$ cat src/rtl/rv32_mem_pkg.sv
// Shared definitions for the MEM-stage load/store unit.
//   - funct3 access-size encodings (RV32I loads/stores)
//   - lsu_state_t: LSU sequencing states
//   - is_aligned(): natural-alignment check for an access size
package rv32_mem_pkg;

  localparam logic [2:0] F3_B  = 3'b000;
  localparam logic [2:0] F3_H  = 3'b001;
  localparam logic [2:0] F3_W  = 3'b010;
  localparam logic [2:0] F3_BU = 3'b100;
  localparam logic [2:0] F3_HU = 3'b101;

  typedef enum logic [1:0] {
    IDLE,
    REQ,
    WAIT,
    DONE
  } lsu_state_t;

  // funct3[1:0] encodes the size for both signed and unsigned forms. The reserved
  // size 2'b11 reports aligned so that it is flagged only as illegal.
  function automatic logic is_aligned(input logic [2:0] funct3, input logic [1:0] addr_lo);
    case (funct3[1:0])
      2'b00:   return 1'b1;
      2'b01:   return ~addr_lo[0];
      2'b10:   return addr_lo == 2'b00;
      default: return 1'b1;
    endcase
  endfunction

endpackage

$ cat src/rtl/mem_stage_lsu_if.sv
// Data-memory port between the LSU (master) and the memory (slave).
//   req_valid/req_ready : request handshake
//   addr, we, wstrb, wdata : request payload, stable while req_valid is high
//   rsp_valid, rsp_rdata   : read response (reads only)
interface mem_stage_lsu_if #(
  parameter int unsigned XLEN = 32
);
  logic            req_valid;
  logic            req_ready;
  logic [XLEN-1:0] addr;
  logic            we;
  logic [3:0]      wstrb;
  logic [XLEN-1:0] wdata;
  logic            rsp_valid;
  logic [XLEN-1:0] rsp_rdata;

  modport master (
    output req_valid, addr, we, wstrb, wdata,
    input  req_ready, rsp_valid, rsp_rdata
  );

  modport slave (
    input  req_valid, addr, we, wstrb, wdata,
    output req_ready, rsp_valid, rsp_rdata
  );
endinterface

$ cat src/rtl/lsu_align.sv
// Byte-lane steering for the LSU, purely combinational.
//   Store path: st_funct3, st_addr_lo, st_data -> wstrb, wdata (lane-replicated)
//   Load path : ld_funct3, ld_addr_lo, rdata   -> ld_data (extracted and extended)
module lsu_align
  import rv32_mem_pkg::*;
(
  input  logic [2:0]  st_funct3,
  input  logic [1:0]  st_addr_lo,
  input  logic [31:0] st_data,
  output logic [3:0]  wstrb,
  output logic [31:0] wdata,
  input  logic [2:0]  ld_funct3,
  input  logic [1:0]  ld_addr_lo,
  input  logic [31:0] rdata,
  output logic [31:0] ld_data
);

  logic [7:0]  ld_byte;
  logic [15:0] ld_half;

  always_comb begin
    wstrb = 4'b0000;
    wdata = '0;
    case (st_funct3)
      F3_B: begin
        wstrb = 4'b0001 << st_addr_lo;
        wdata = {4{st_data[7:0]}};
      end
      F3_H: begin
        wstrb = st_addr_lo[1] ? 4'b1100 : 4'b0011;
        wdata = {2{st_data[15:0]}};
      end
      F3_W: begin
        wstrb = 4'b1111;
        wdata = st_data;
      end
      default: ;
    endcase
  end

  always_comb begin
    ld_byte = rdata[{ld_addr_lo, 3'b000} +: 8];
    ld_half = ld_addr_lo[1] ? rdata[31:16] : rdata[15:0];
    ld_data = '0;
    case (ld_funct3)
      F3_B:    ld_data = {{24{ld_byte[7]}}, ld_byte};
      F3_BU:   ld_data = {24'b0, ld_byte};
      F3_H:    ld_data = {{16{ld_half[15]}}, ld_half};
      F3_HU:   ld_data = {16'b0, ld_half};
      F3_W:    ld_data = rdata;
      default: ;
    endcase
  end

endmodule

$ cat src/rtl/mem_stage_lsu.sv
// MEM-stage load/store unit for the RV32I pipeline.
//   clk, reset (async, active-high), flush : control
//   MEM_* : EX/MEM register outputs (read/write, funct3, address, store data)
//   dmem  : valid/ready data-memory port (master side)
//   load_data, load_data_valid : extended load result for MEM/WB (1-cycle pulse)
//   stall : holds IF..MEM while an access is in flight
//   load_misaligned, store_misaligned, illegal_access : fault flags, raised in IDLE
module mem_stage_lsu
  import rv32_mem_pkg::*;
#(
  parameter int unsigned XLEN = 32
) (
  input  logic                 clk,
  input  logic                 reset,
  input  logic                 flush,
  input  logic                 MEM_memory_read,
  input  logic                 MEM_memory_write,
  input  logic [2:0]           MEM_funct3,
  input  logic [XLEN-1:0]      MEM_alu_result,
  input  logic [XLEN-1:0]      MEM_read_data2,
  mem_stage_lsu_if.master      dmem,
  output logic [XLEN-1:0]      load_data,
  output logic                 load_data_valid,
  output logic                 stall,
  output logic                 load_misaligned,
  output logic                 store_misaligned,
  output logic                 illegal_access
);

  lsu_state_t      state_q, state_d;
  logic [XLEN-1:0] addr_q, wdata_q, load_data_q;
  logic [3:0]      wstrb_q;
  logic [2:0]      funct3_q;
  logic            we_q, flushed_q;

  logic            access, legal, aligned, consider, issue;
  logic [3:0]      st_wstrb;
  logic [XLEN-1:0] st_wdata, ld_ext;

  // Read and write together is treated as a store.
  assign access   = MEM_memory_read | MEM_memory_write;
  assign aligned  = is_aligned(MEM_funct3, MEM_alu_result[1:0]);
  assign consider = (state_q == IDLE) & access & ~flush;
  assign issue    = consider & legal & aligned;

  always_comb begin
    legal = 1'b0;
    case (MEM_funct3)
      F3_B, F3_H, F3_W: legal = 1'b1;
      F3_BU, F3_HU:     legal = ~MEM_memory_write;
      default:          legal = 1'b0;
    endcase
  end

  assign illegal_access   = consider & ~legal;
  assign load_misaligned  = consider & legal & ~aligned & ~MEM_memory_write;
  assign store_misaligned = consider & legal & ~aligned & MEM_memory_write;

  lsu_align u_align (
    .st_funct3  (MEM_funct3),
    .st_addr_lo (MEM_alu_result[1:0]),
    .st_data    (MEM_read_data2),
    .wstrb      (st_wstrb),
    .wdata      (st_wdata),
    .ld_funct3  (funct3_q),
    .ld_addr_lo (addr_q[1:0]),
    .rdata      (dmem.rsp_rdata),
    .ld_data    (ld_ext)
  );

  // A flush coinciding with the handshake cannot recall the request: the memory
  // already owns it, so the access completes and only the load result is dropped.
  always_comb begin
    state_d = state_q;
    unique case (state_q)
      IDLE: if (issue) state_d = REQ;
      REQ: begin
        if (dmem.req_ready)  state_d = we_q ? DONE : WAIT;
        else if (flush)      state_d = IDLE;
      end
      WAIT: if (dmem.rsp_valid) state_d = DONE;
      DONE: state_d = IDLE;
      default: state_d = IDLE;
    endcase
  end

  always_ff @(posedge clk or posedge reset) begin
    if (reset) begin
      state_q     <= IDLE;
      addr_q      <= '0;
      we_q        <= 1'b0;
      wstrb_q     <= 4'b0000;
      wdata_q     <= '0;
      funct3_q    <= F3_B;
      flushed_q   <= 1'b0;
      load_data_q <= '0;
    end else begin
      state_q <= state_d;
      if (issue) begin
        addr_q    <= MEM_alu_result;
        we_q      <= MEM_memory_write;
        wstrb_q   <= MEM_memory_write ? st_wstrb : 4'b0000;
        wdata_q   <= MEM_memory_write ? st_wdata : '0;
        funct3_q  <= MEM_funct3;
        flushed_q <= 1'b0;
      end else if (flush && (state_q == REQ || state_q == WAIT)) begin
        flushed_q <= 1'b1;
      end
      // Response is consumed even when flushed; only the valid pulse is suppressed.
      if (state_q == WAIT && dmem.rsp_valid) load_data_q <= ld_ext;
    end
  end

  assign dmem.req_valid  = (state_q == REQ);
  assign dmem.addr       = addr_q;
  assign dmem.we         = we_q;
  assign dmem.wstrb      = wstrb_q;
  assign dmem.wdata      = wdata_q;

  assign stall           = issue | (state_q == REQ) | (state_q == WAIT);
  assign load_data       = load_data_q;
  assign load_data_valid = (state_q == DONE) & ~we_q & ~flushed_q & ~flush;

endmodule

$ cat src/flat_wrapper.sv
// flat-port wrapper written by rule: the top's interface ports become plain ports
module mem_stage_lsu_flat import rv32_mem_pkg::*;
#(
  parameter int unsigned XLEN = 32
)
  (clk, reset, flush, MEM_memory_read, MEM_memory_write, MEM_funct3, MEM_alu_result, MEM_read_data2, load_data, load_data_valid, stall, load_misaligned, store_misaligned, illegal_access, dmem_req_valid, dmem_addr, dmem_we, dmem_wstrb, dmem_wdata, dmem_req_ready, dmem_rsp_valid, dmem_rsp_rdata);
  mem_stage_lsu_if #(.XLEN(XLEN)) dmem_i ();
  input  logic clk;
  input  logic reset;
  input  logic flush;
  input  logic MEM_memory_read;
  input  logic MEM_memory_write;
  input  logic [2:0] MEM_funct3;
  input  logic [XLEN-1:0] MEM_alu_result;
  input  logic [XLEN-1:0] MEM_read_data2;
  output logic [XLEN-1:0] load_data;
  output logic load_data_valid;
  output logic stall;
  output logic load_misaligned;
  output logic store_misaligned;
  output logic illegal_access;
  output wire logic [$bits(dmem_i.req_valid)-1:0] dmem_req_valid;
  output wire logic [$bits(dmem_i.addr)-1:0] dmem_addr;
  output wire logic [$bits(dmem_i.we)-1:0] dmem_we;
  output wire logic [$bits(dmem_i.wstrb)-1:0] dmem_wstrb;
  output wire logic [$bits(dmem_i.wdata)-1:0] dmem_wdata;
  input wire logic [$bits(dmem_i.req_ready)-1:0] dmem_req_ready;
  input wire logic [$bits(dmem_i.rsp_valid)-1:0] dmem_rsp_valid;
  input wire logic [$bits(dmem_i.rsp_rdata)-1:0] dmem_rsp_rdata;
  assign dmem_req_valid = dmem_i.req_valid;
  assign dmem_addr = dmem_i.addr;
  assign dmem_we = dmem_i.we;
  assign dmem_wstrb = dmem_i.wstrb;
  assign dmem_wdata = dmem_i.wdata;
  assign dmem_i.req_ready = dmem_req_ready;
  assign dmem_i.rsp_valid = dmem_rsp_valid;
  assign dmem_i.rsp_rdata = dmem_rsp_rdata;
  mem_stage_lsu #(.XLEN(XLEN)) u_core (.clk(clk), .reset(reset), .flush(flush), .MEM_memory_read(MEM_memory_read), .MEM_memory_write(MEM_memory_write), .MEM_funct3(MEM_funct3), .MEM_alu_result(MEM_alu_result), .MEM_read_data2(MEM_read_data2), .dmem(dmem_i), .load_data(load_data), .load_data_valid(load_data_valid), .stall(stall), .load_misaligned(load_misaligned), .store_misaligned(store_misaligned), .illegal_access(illegal_access));
endmodule
$ cat config.mk
export PLATFORM = sky130hd
export DESIGN_NAME = mem_stage_lsu_flat
export DESIGN_NICKNAME = d
export VERILOG_FILES = /design/src/rtl/rv32_mem_pkg.sv /design/src/rtl/mem_stage_lsu_if.sv /design/src/rtl/lsu_align.sv /design/src/rtl/mem_stage_lsu.sv /design/src/flat_wrapper.sv
export SDC_FILE = /design/constraint.sdc
export NUM_CORES = 1
export LEC_CHECK = 0
export BUFFER_PORTS_ARGS = -buffer_cell sky130_fd_sc_hd__buf_2
export CELL_PAD_IN_SITES_DETAIL_PLACEMENT = 1
export CELL_PAD_IN_SITES_GLOBAL_PLACEMENT = 1
export CORE_MARGIN = 3
export CORE_UTILIZATION = 40
export CTS_CLUSTER_DIAMETER = 40
export DETAILED_ROUTE_END_ITERATION = 10
export MAX_ROUTING_LAYER = met4
export PLACE_DENSITY_LB_ADDON = 0.15
export SETUP_SLACK_MARGIN = 0.02
export SYNTH_ARGS = -nofsm -noshare
export SYNTH_HDL_FRONTEND = slang
export SYNTH_HIERARCHICAL = 1
export SYNTH_SLANG_ARGS = --single-unit
$ cat constraint.sdc
create_clock -name clk -period 4.6 [get_ports clk]
set_clock_uncertainty 0.05 [all_clocks]
set_input_delay 0.23 -clock clk [delete_from_list [all_inputs] [get_ports clk]]
set_output_delay 0.23 -clock clk [all_outputs]
set_load 0.02 [all_outputs]
==> impl_metrics.tcl, run 1 <==
set metrics [dict create \
    status "finished, final reports clean" \
    hp-class "input pin to register" \
    hold_end "u_core/dmem.addr[11]" \
    syn_area_per_cell_sq_um 10.1 \
    totalWireLength_microns 17500 \
    tns_ns 0 \
    design_area_sq_um 7150 \
    cts-root-buf "clkbuf_16" \
    whs_path_depth 2 \
    reg2reg_to "u_core/dmem.addr[7]" \
    drcViolationCount 0 \
    die_area_sq_um 15900 \
    nNetsFinal 868 \
    period_needed_ns 2.82 \
    synthArstFlopShare 1.00 \
    layout-drive-gt1-share 0.393 \
    placed_area_sq_um 6840 \
    netlist_top_cells_count "dfrtp_1, nand2_1, mux2_2" \
    dp.cells 923 \
    timing.rr.start "u_core/state_q[0]" \
    cts_sinks 107 \
    grt.total_usage 0.223 \
    relSlewSlack 0.222 \
    pre_cts_ws_ns 1.57 \
    whs_ns 0.0324 \
    initial_core_util 0.412 \
    power_mw 4.60 \
    slew_violations 0 \
    final.setup.worst_slack_ns 1.78 \
    cts_made_buffers 9 \
    max-vdd-ir-drop_mv 0.266 \
    ant_nets 0 \
    fin_cells 939 \
    finalSetupViolations 0 \
    cts_tree "built" \
    seq_area_frac_synth 0.464 \
    p_leak_nw 3.50 \
    clkTransAtPathRegs_ns 0.07 \
    rsz0062_at_grt "no" \
    worstPathRequired_ns 4.32 \
    r2r_setup_slack_ns 1.86 \
    cellPowerDensity_nw_per_um2 643 \
    hold_path_startpoint "MEM_alu_result[11]" \
    io_buffers 212 \
    antenna_found_initial 1 \
    drt_first_pass_iters 4 \
    htreeDepth 3 \
    synth_seq_cells 107 \
    gp_congestion 0.887 \
    die_w_microns 126 \
    wl_per_cell_microns 18.6 \
    drtIter0Drc 326 \
    critPathMaxFanout 64 \
    postCtsSetupRepairBufs 0 \
    grt-ovfl-total 0 \
    yosysTopAreaCellShare 0.464 \
    vias 5033 \
    cts_hold_buf 0 \
    clockBufferDepth 2 \
    path_class "register to output pin" \
    worstMarginPinSlew_ns 1.16 \
    syn_inst 572 \
    filler_cell_count 1679 \
    setup.worst_path.start_class "register" \
    io_pins 213 \
    crit_path_end_kind "output pin" \
    finalHoldViolCount 0 \
    r2r_cells 7 \
    synth_flop_cell "dfrtp_1" \
    grt_pass1_wl_microns 27800 \
    cap_viol_max_count 0 \
    yosys.cell_count.top_type "dfrtp_1" \
    max_freq_mhz 355 \
    clock_latency_ns 0.36 \
    ys_types 43 \
    synth_area_sq_um 5770 \
    cts_resized 0 \
    synth_top_cell_by_area "dfrtp_1" \
    die_h_microns 126 \
    yosys_warnings 6 \
    syn2layout_area_growth_pct 24.0 \
    finalCritPeriodShare 0.613 \
    grt_pass1_vias 5312 \
    hpwl_microns 13000 \
    core_area_sq_um 14000 \
    grt_max_degree 83 \
    synth.area.top_cells "dfrtp_1, mux2_2, nand2_1, mux2_1, a21oi_1" \
    fin_util 0.511 \
    routed_via_density 5.36 \
    synth_nets 686 \
    synth_edf_count 0 \
    worstPathArrival_ns 2.54 \
    row_count 43 \
]
==> report_power, final <==
group	internal [mW]	switching [mW]	total [mW]	leakage [nW]
sequential	1.32	0.296	1.62	1.36
clock	0.476	0.357	0.833	0.156
combinational	0.832	1.31	2.15	1.98
==> flip-flops by register name, summed over array words and instances (netlist names), named ones only <==
signal             flops
u_core/dmem.addr      32
u_core/dmem.wdata     32
u_core/dmem.we         1
u_core/dmem.wstrb      4
u_core/flushed_q       1
u_core/funct3_q        3
u_core/load_data      32
u_core/state_q         1
==> layout make-up <==
cell class	count	area, sq um	area share
multi-input combinational	407	2790	0.390
sequential	107	2680	0.374
timing repair buffer	217	1100	0.154
clock buffer	9	225	0.0315
tap	180	225	0.0315
clock inverter	6	87.6	0.0122
inverter	12	47.5	0.00665
antenna	1	2.50	0.000350
==> cell families after synthesis <==
| family | after synthesis | synth area share |
|---|---|---|
| xor+xnor | 1 | 0.00152 |
| flops | 107 | 0.464 |
| compound gates | 158 | 0.177 |
| fa+ha+maj | 8 | 0.0174 |
| buf+inv | 58 | 0.0534 |
| simple gates | 154 | 0.120 |
| mux | 86 | 0.167 |
==> critical path, stage by stage (launching register included) <==
cell and delay (ns):
dfrtp_1 0.44, inv_1 0.13, ha_1 0.20, inv_1 0.10
a2111oi_4 0.39, nand2b_4 0.44, inv_1 0.18, or3_1 0.12
buf_2 0.16
==> worst max-delay path by stage <==
stage	startpoint	to	cells past startpoint	slack [ns]
floorplan	reset	asynchronous set/reset pin	1	1.50
global placement	MEM_funct3[1]	u_core/dmem.addr[2]	8	1.74
detailed placement	MEM_funct3[1]	u_core/dmem.addr[7]	8	1.57
CTS	register	stall	8	1.78
global route	MEM_funct3[1]	stall	9	1.61
finish	u_core/state_q[0]	stall	8	1.78
==> cells in the final DEF, fill, tap and decap left out, types with 11 or more instances in the layout <==
master	n
a22oi_1	21
mux2_2	53
buf_2	212
nand2_1	86
o21ai_0	46
nor2b_1	20
mux2_1	23
a21oi_1	50
dfrtp_1	107
a211oi_1	15
nor2_1	25
inv_1	11
==> per-layer routing <==
metal / routed length [microns] / up-vias / track usage
met2: 8500 / 160 / 0.361
met3: 1100 / 22 / 0.0543
met4: 271 / 0 / 0.0650
met1: 7590 / 2477 / 0.279
li1: - / 2374 / -
met5: 0 / - / -
Power figures use the tool's default switching activity.
==> run 2: changes to the inputs <==
- CORE_UTILIZATION: 40 -> 34
- clock period: 4.6 -> 2.3 ns (I/O delays scaled with it)
==> run 2 against run 1 <==
Against the previous run:
- via count rose by 3.3%
- clock-buffer cell count increased by 2
- sequential power increased by 95%
- cell area is 8.1% higher
- sequential cell count did not move
- die area up 17%
- critical path type unchanged
- critical endpoint unchanged
- largest power group unchanged
- highest routed layer unchanged
==> impl_metrics.tcl, run 2 (synthesis results as in run 1) <==
set metrics [dict create \
    status "finished, final reports clean" \
    path_class "register to output pin" \
    crit_chain "inv_2 -> ha_4 -> inv_4 -> a2111oi_4 -> nand2b_4 -> buf_8 -> inv_1 -> or3_1 -> buf_4" \
    die_area_sq_um 18600 \
    max-vdd-ir-drop_mv 0.610 \
    worst-path-stages 9 \
    cap_viol_max_count 0 \
    critical_path.max_stage_delay_ns 0.42 \
    critPathMaxFanout 7 \
    totalWireLength_microns 19000 \
    final_cell_mix "buf_2, dfrtp_1, nand2_1" \
    ant_nets 0 \
    cellPowerDensity_nw_per_um2 1210 \
    antenna_found_initial 0 \
    diodes 0 \
    syn2layout_area_growth_pct 34.0 \
    hp-class "input pin to register" \
    slew_violations 0 \
    p_leak_nw 3.74 \
    htreeDepth 3 \
    clockBufferDepth 2 \
    fin_util 0.476 \
    setup.worst_path.start_class "register" \
    crit_path_end_kind "output pin" \
    drt_first_pass_iters 4 \
    wl_per_cell_microns 18.5 \
    die_h_microns 136 \
    initial_core_util 0.355 \
    grt_pass1_vias 5576 \
    finalCritPeriodShare 0.972 \
    rsz0062_at_grt "yes" \
    finalHoldViolCount 0 \
    filler_cell_count 1891 \
    whs_path_depth 2 \
    io_pins 213 \
    layout-drive-gt1-share 0.403 \
    vias 5198 \
    cts_made_buffers 9 \
    clock_latency_ns 0.35 \
    design_area_sq_um 7730 \
    cts_tree "built" \
    worstMarginPinSlew_ns 0.586 \
    cts_sinks 107 \
    grt_max_degree 105 \
    final_common_cell "buf_2" \
    hpwl_microns 13700 \
    tns_ns 0 \
    worstPathRequired_ns 2.13 \
    grt.total_usage 0.209 \
    finalSetupViolations 0 \
    placed_area_sq_um 7050 \
    r2r_cells 9 \
    critPathBufInv 5 \
    clkTransAtPathRegs_ns 0.07 \
    worst_path_max_delay_cell "dfrtp_1" \
    relSlewSlack 0.610 \
    io_buffers 212 \
    nNetsFinal 923 \
    max_freq_mhz 447 \
    drtIter0Drc 326 \
    routed_via_density 5.05 \
    worstPathArrival_ns 2.07 \
    core_area_sq_um 16200 \
    row_count 46 \
    grt-ovfl-total 0 \
    drcViolationCount 0 \
    die_w_microns 136 \
    gp_congestion 0.897 \
    grt_pass1_wl_microns 29600 \
    cts-root-buf "clkbuf_16" \
    period_needed_ns 2.24 \
    crit_family "buffers and inverters" \
]
run 2: stage by stage:
stage	cells	worst slack, ns	hold slack, ns	total power, mW
after CTS	1025	0.0215	0.00679	9.40
after floorplan	572	0.332	0.197	6.18
after global placement	976	0.272	-0.0400	7.60
final	1030	0.0649	0.0246	9.37
after global routing	1030	-0.0369	0.0181	10.0
after detailed placement	976	0.0824	-0.0360	7.78
run 2: per-layer routing:
metal,global-route usage,vias up,share of wire
met2,0.343,163,0.50
met5,-,-,0
li1,-,2483,-
met1,0.269,2534,0.43
met3,0.0374,18,0.060
met4,0.0538,0,0.012
run 2: report_power, final:
group          internal [mW]  total, mW  leakage (nW)  switching (mW)
sequential              2.64       3.16          1.36           0.520
combinational           1.91       4.70          2.24            2.79
clock                  0.773       1.51         0.140           0.735
run 2: path summary, 6_finish.rpt:
check / from / end / slack (ns)
worst max-delay path: register / stall / 0.06
worst min register to register: u_core/dmem.wstrb[3] / u_core/dmem.wstrb[3] / 0.43
worst min-delay path: MEM_alu_result[0] / u_core/dmem.addr[0] / 0.02
worst max register to register: register / register / 0.14
min in group asynchronous: reset / u_core/dmem.addr[29] / 0.14
max in group asynchronous: reset / u_core/dmem.wstrb[0] / 1.29
run 2: final cells by class:
type,instances,area [sq um],share of cell area
Clock buffer,11,243,0.0314
Multi-Input combinational cell,407,2800,0.363
Sequential cell,107,2680,0.347
Tap cell,216,270,0.0350
Inverter,12,51.3,0.00664
Timing Repair Buffer,272,1650,0.213
Clock inverter,5,36.3,0.00470
run 2: what timing repair did:
action	4_1_cts	5_1_grt
endpoints found under the setup margin	1	1
buffers inserted	2	6
cloned	0	0
hold buffers	31	0
hold endpoints to repair	137	0
resized for setup	2	12
pin swaps	1	3
==> run 3: changes to the inputs <==
--- a/config.mk
+++ b/config.mk
@@ -16,3 +16,3 @@
 export PLACE_DENSITY_LB_ADDON = 0.15
-export SETUP_SLACK_MARGIN = 0.02
+export SETUP_SLACK_MARGIN = 0.15
 export SYNTH_ARGS = -nofsm -noshare
--- a/constraint.sdc
+++ b/constraint.sdc
@@ -4,2 +4,2 @@
 set_output_delay 0.115 -clock clk [all_outputs]
-set_load 0.02 [all_outputs]
+set_load 0.01 [all_outputs]
==> run 3 against run 2 <==
Against the previous run:
- hold slack worse by 0.011 ns
- first-iteration DRC count down 23%
- core utilization up 1.2 points
- sequential power about the same
- power down 3.8%
- register-to-register slack about the same
- setup slack better by 0.056 ns
- sequential cell count unchanged
==> impl_metrics.tcl, run 3 (synthesis results as in run 1) <==
set metrics [dict create \
    die_w_microns 136 \
    hpwl_microns 13600 \
    reg2reg_to "u_core/dmem.addr[6]" \
    hold_path_startpoint "MEM_alu_result[1]" \
    finalHoldViolCount 0 \
    core_area_sq_um 16200 \
    cts_tree "built" \
    drcViolationCount 0 \
    rsz0062_at_grt "yes" \
    placed_area_sq_um 7050 \
    crit_path_end_kind "output pin" \
    syn2layout_area_growth_pct 37.3 \
    r2r_cells 8 \
    nNetsFinal 940 \
    grt_max_degree 105 \
    worstPathRequired_ns 2.13 \
    fin_cells 1047 \
    clkTransAtPathRegs_ns 0.08 \
    critPathMaxFanout 5 \
    period_needed_ns 2.18 \
    antenna_found_initial 0 \
    routed_via_density 5.09 \
    cts_sinks 107 \
    tns_ns 0 \
    vias 5328 \
    grt_pass1_wl_microns 29700 \
    power_mw 9.02 \
    worstMarginPinSlew_ns 0.606 \
    grt-ovfl-total 0 \
    final_cell_mix "buf_2, dfrtp_1, nand2_1" \
    cellPowerDensity_nw_per_um2 1140 \
    layout-drive-gt1-share 0.416 \
    hp-class "input pin to register" \
    totalWireLength_microns 20000 \
    die_h_microns 136 \
    ant_nets 0 \
    hold_end "u_core/dmem.addr[1]" \
    io_pins 213 \
    max_freq_mhz 459 \
    r2r_setup_slack_ns 0.13 \
    die_area_sq_um 18600 \
    row_count 46 \
    wl_per_cell_microns 19.1 \
    final.setup.worst_slack_ns 0.121 \
    whs_path_depth 2 \
    drt_first_pass_iters 5 \
    cts-root-buf "clkbuf_16" \
    finalCritPeriodShare 0.948 \
    max-vdd-ir-drop_mv 0.540 \
    dp.cells 976 \
    relSlewSlack 0.596 \
    clockBufferDepth 2 \
    drtIter0Drc 251 \
    status "finished, final reports clean" \
    finalSetupViolations 0 \
    cap_viol_max_count 0 \
    final_common_cell "buf_2" \
    setup.worst_path.start_class "register" \
    cts_made_buffers 9 \
    clock_latency_ns 0.35 \
    slew_violations 0 \
    grt_pass1_vias 5521 \
    diodes 0 \
    grt.total_usage 0.210 \
    gp_congestion 0.897 \
    whs_ns 0.0132 \
    fin_util 0.488 \
    pre_cts_ws_ns 0.165 \
    worstPathArrival_ns 2.01 \
    p_leak_nw 3.85 \
    htreeDepth 3 \
    path_class "register to output pin" \
    initial_core_util 0.355 \
    design_area_sq_um 7920 \
    io_buffers 212 \
]
[run 3: layout make-up]
cell class | instances | area [sq um]
Tap cell | 216 | 270
Sequential cell | 107 | 2680
Clock buffer | 9 | 225
Clock inverter | 7 | 73.8
Timing Repair Buffer | 289 | 1810
Inverter | 12 | 56.3
Fill cell | 1860 | 8310
Multi-Input combinational cell | 407 | 2800
[run 3: metal layers]
| metal | up-vias | share of wire | track usage |
|---|---|---|---|
| met5 | - | 0 | - |
| met4 | 0 | 0.014 | 0.0403 |
| met3 | 23 | 0.064 | 0.0489 |
| met2 | 173 | 0.48 | 0.338 |
| met1 | 2608 | 0.44 | 0.273 |
| li1 | 2524 | - | - |
[run 3: repair_timing]
action                     CTS  global route
gates resized for setup      4            11
hold buffers                32             0
hold endpoints to repair   138             0
setup buffers                3            18
setup endpoints to repair    6             2
gates cloned                 0             2
pin swaps                    1             4
[run 3: worst max-delay path, cell delays in order (launching register included)]
cell       delay (ns)
dfrtp_1          0.40
inv_2            0.11
ha_4             0.17
inv_4            0.04
a2111oi_4        0.42
nand2b_4         0.12
buf_12           0.15
clkinv_4         0.04
or3_1            0.09
buf_2            0.12
[run 3: how the worst max path moves through the flow]
stage / start / end / slack (ns)
3_3_place_gp: u_core/state_q[0] / register / 0.27
2_1_floorplan: u_core/state_q[0] / u_core/dmem.addr[0] / 0.33
5_1_grt: register / stall / 0.04
4_1_cts: u_core/state_q[0] / stall / 0.16
3_5_place_dp: u_core/state_q[0] / u_core/dmem.addr[6] / 0.17
6_report: register / stall / 0.12
[run 3: power breakdown]
group / leakage (nW) / switching, mW / internal, mW
clock: 0.146 / 0.766 / 0.853
combinational: 2.34 / 2.27 / 1.97
sequential: 1.36 / 0.513 / 2.64
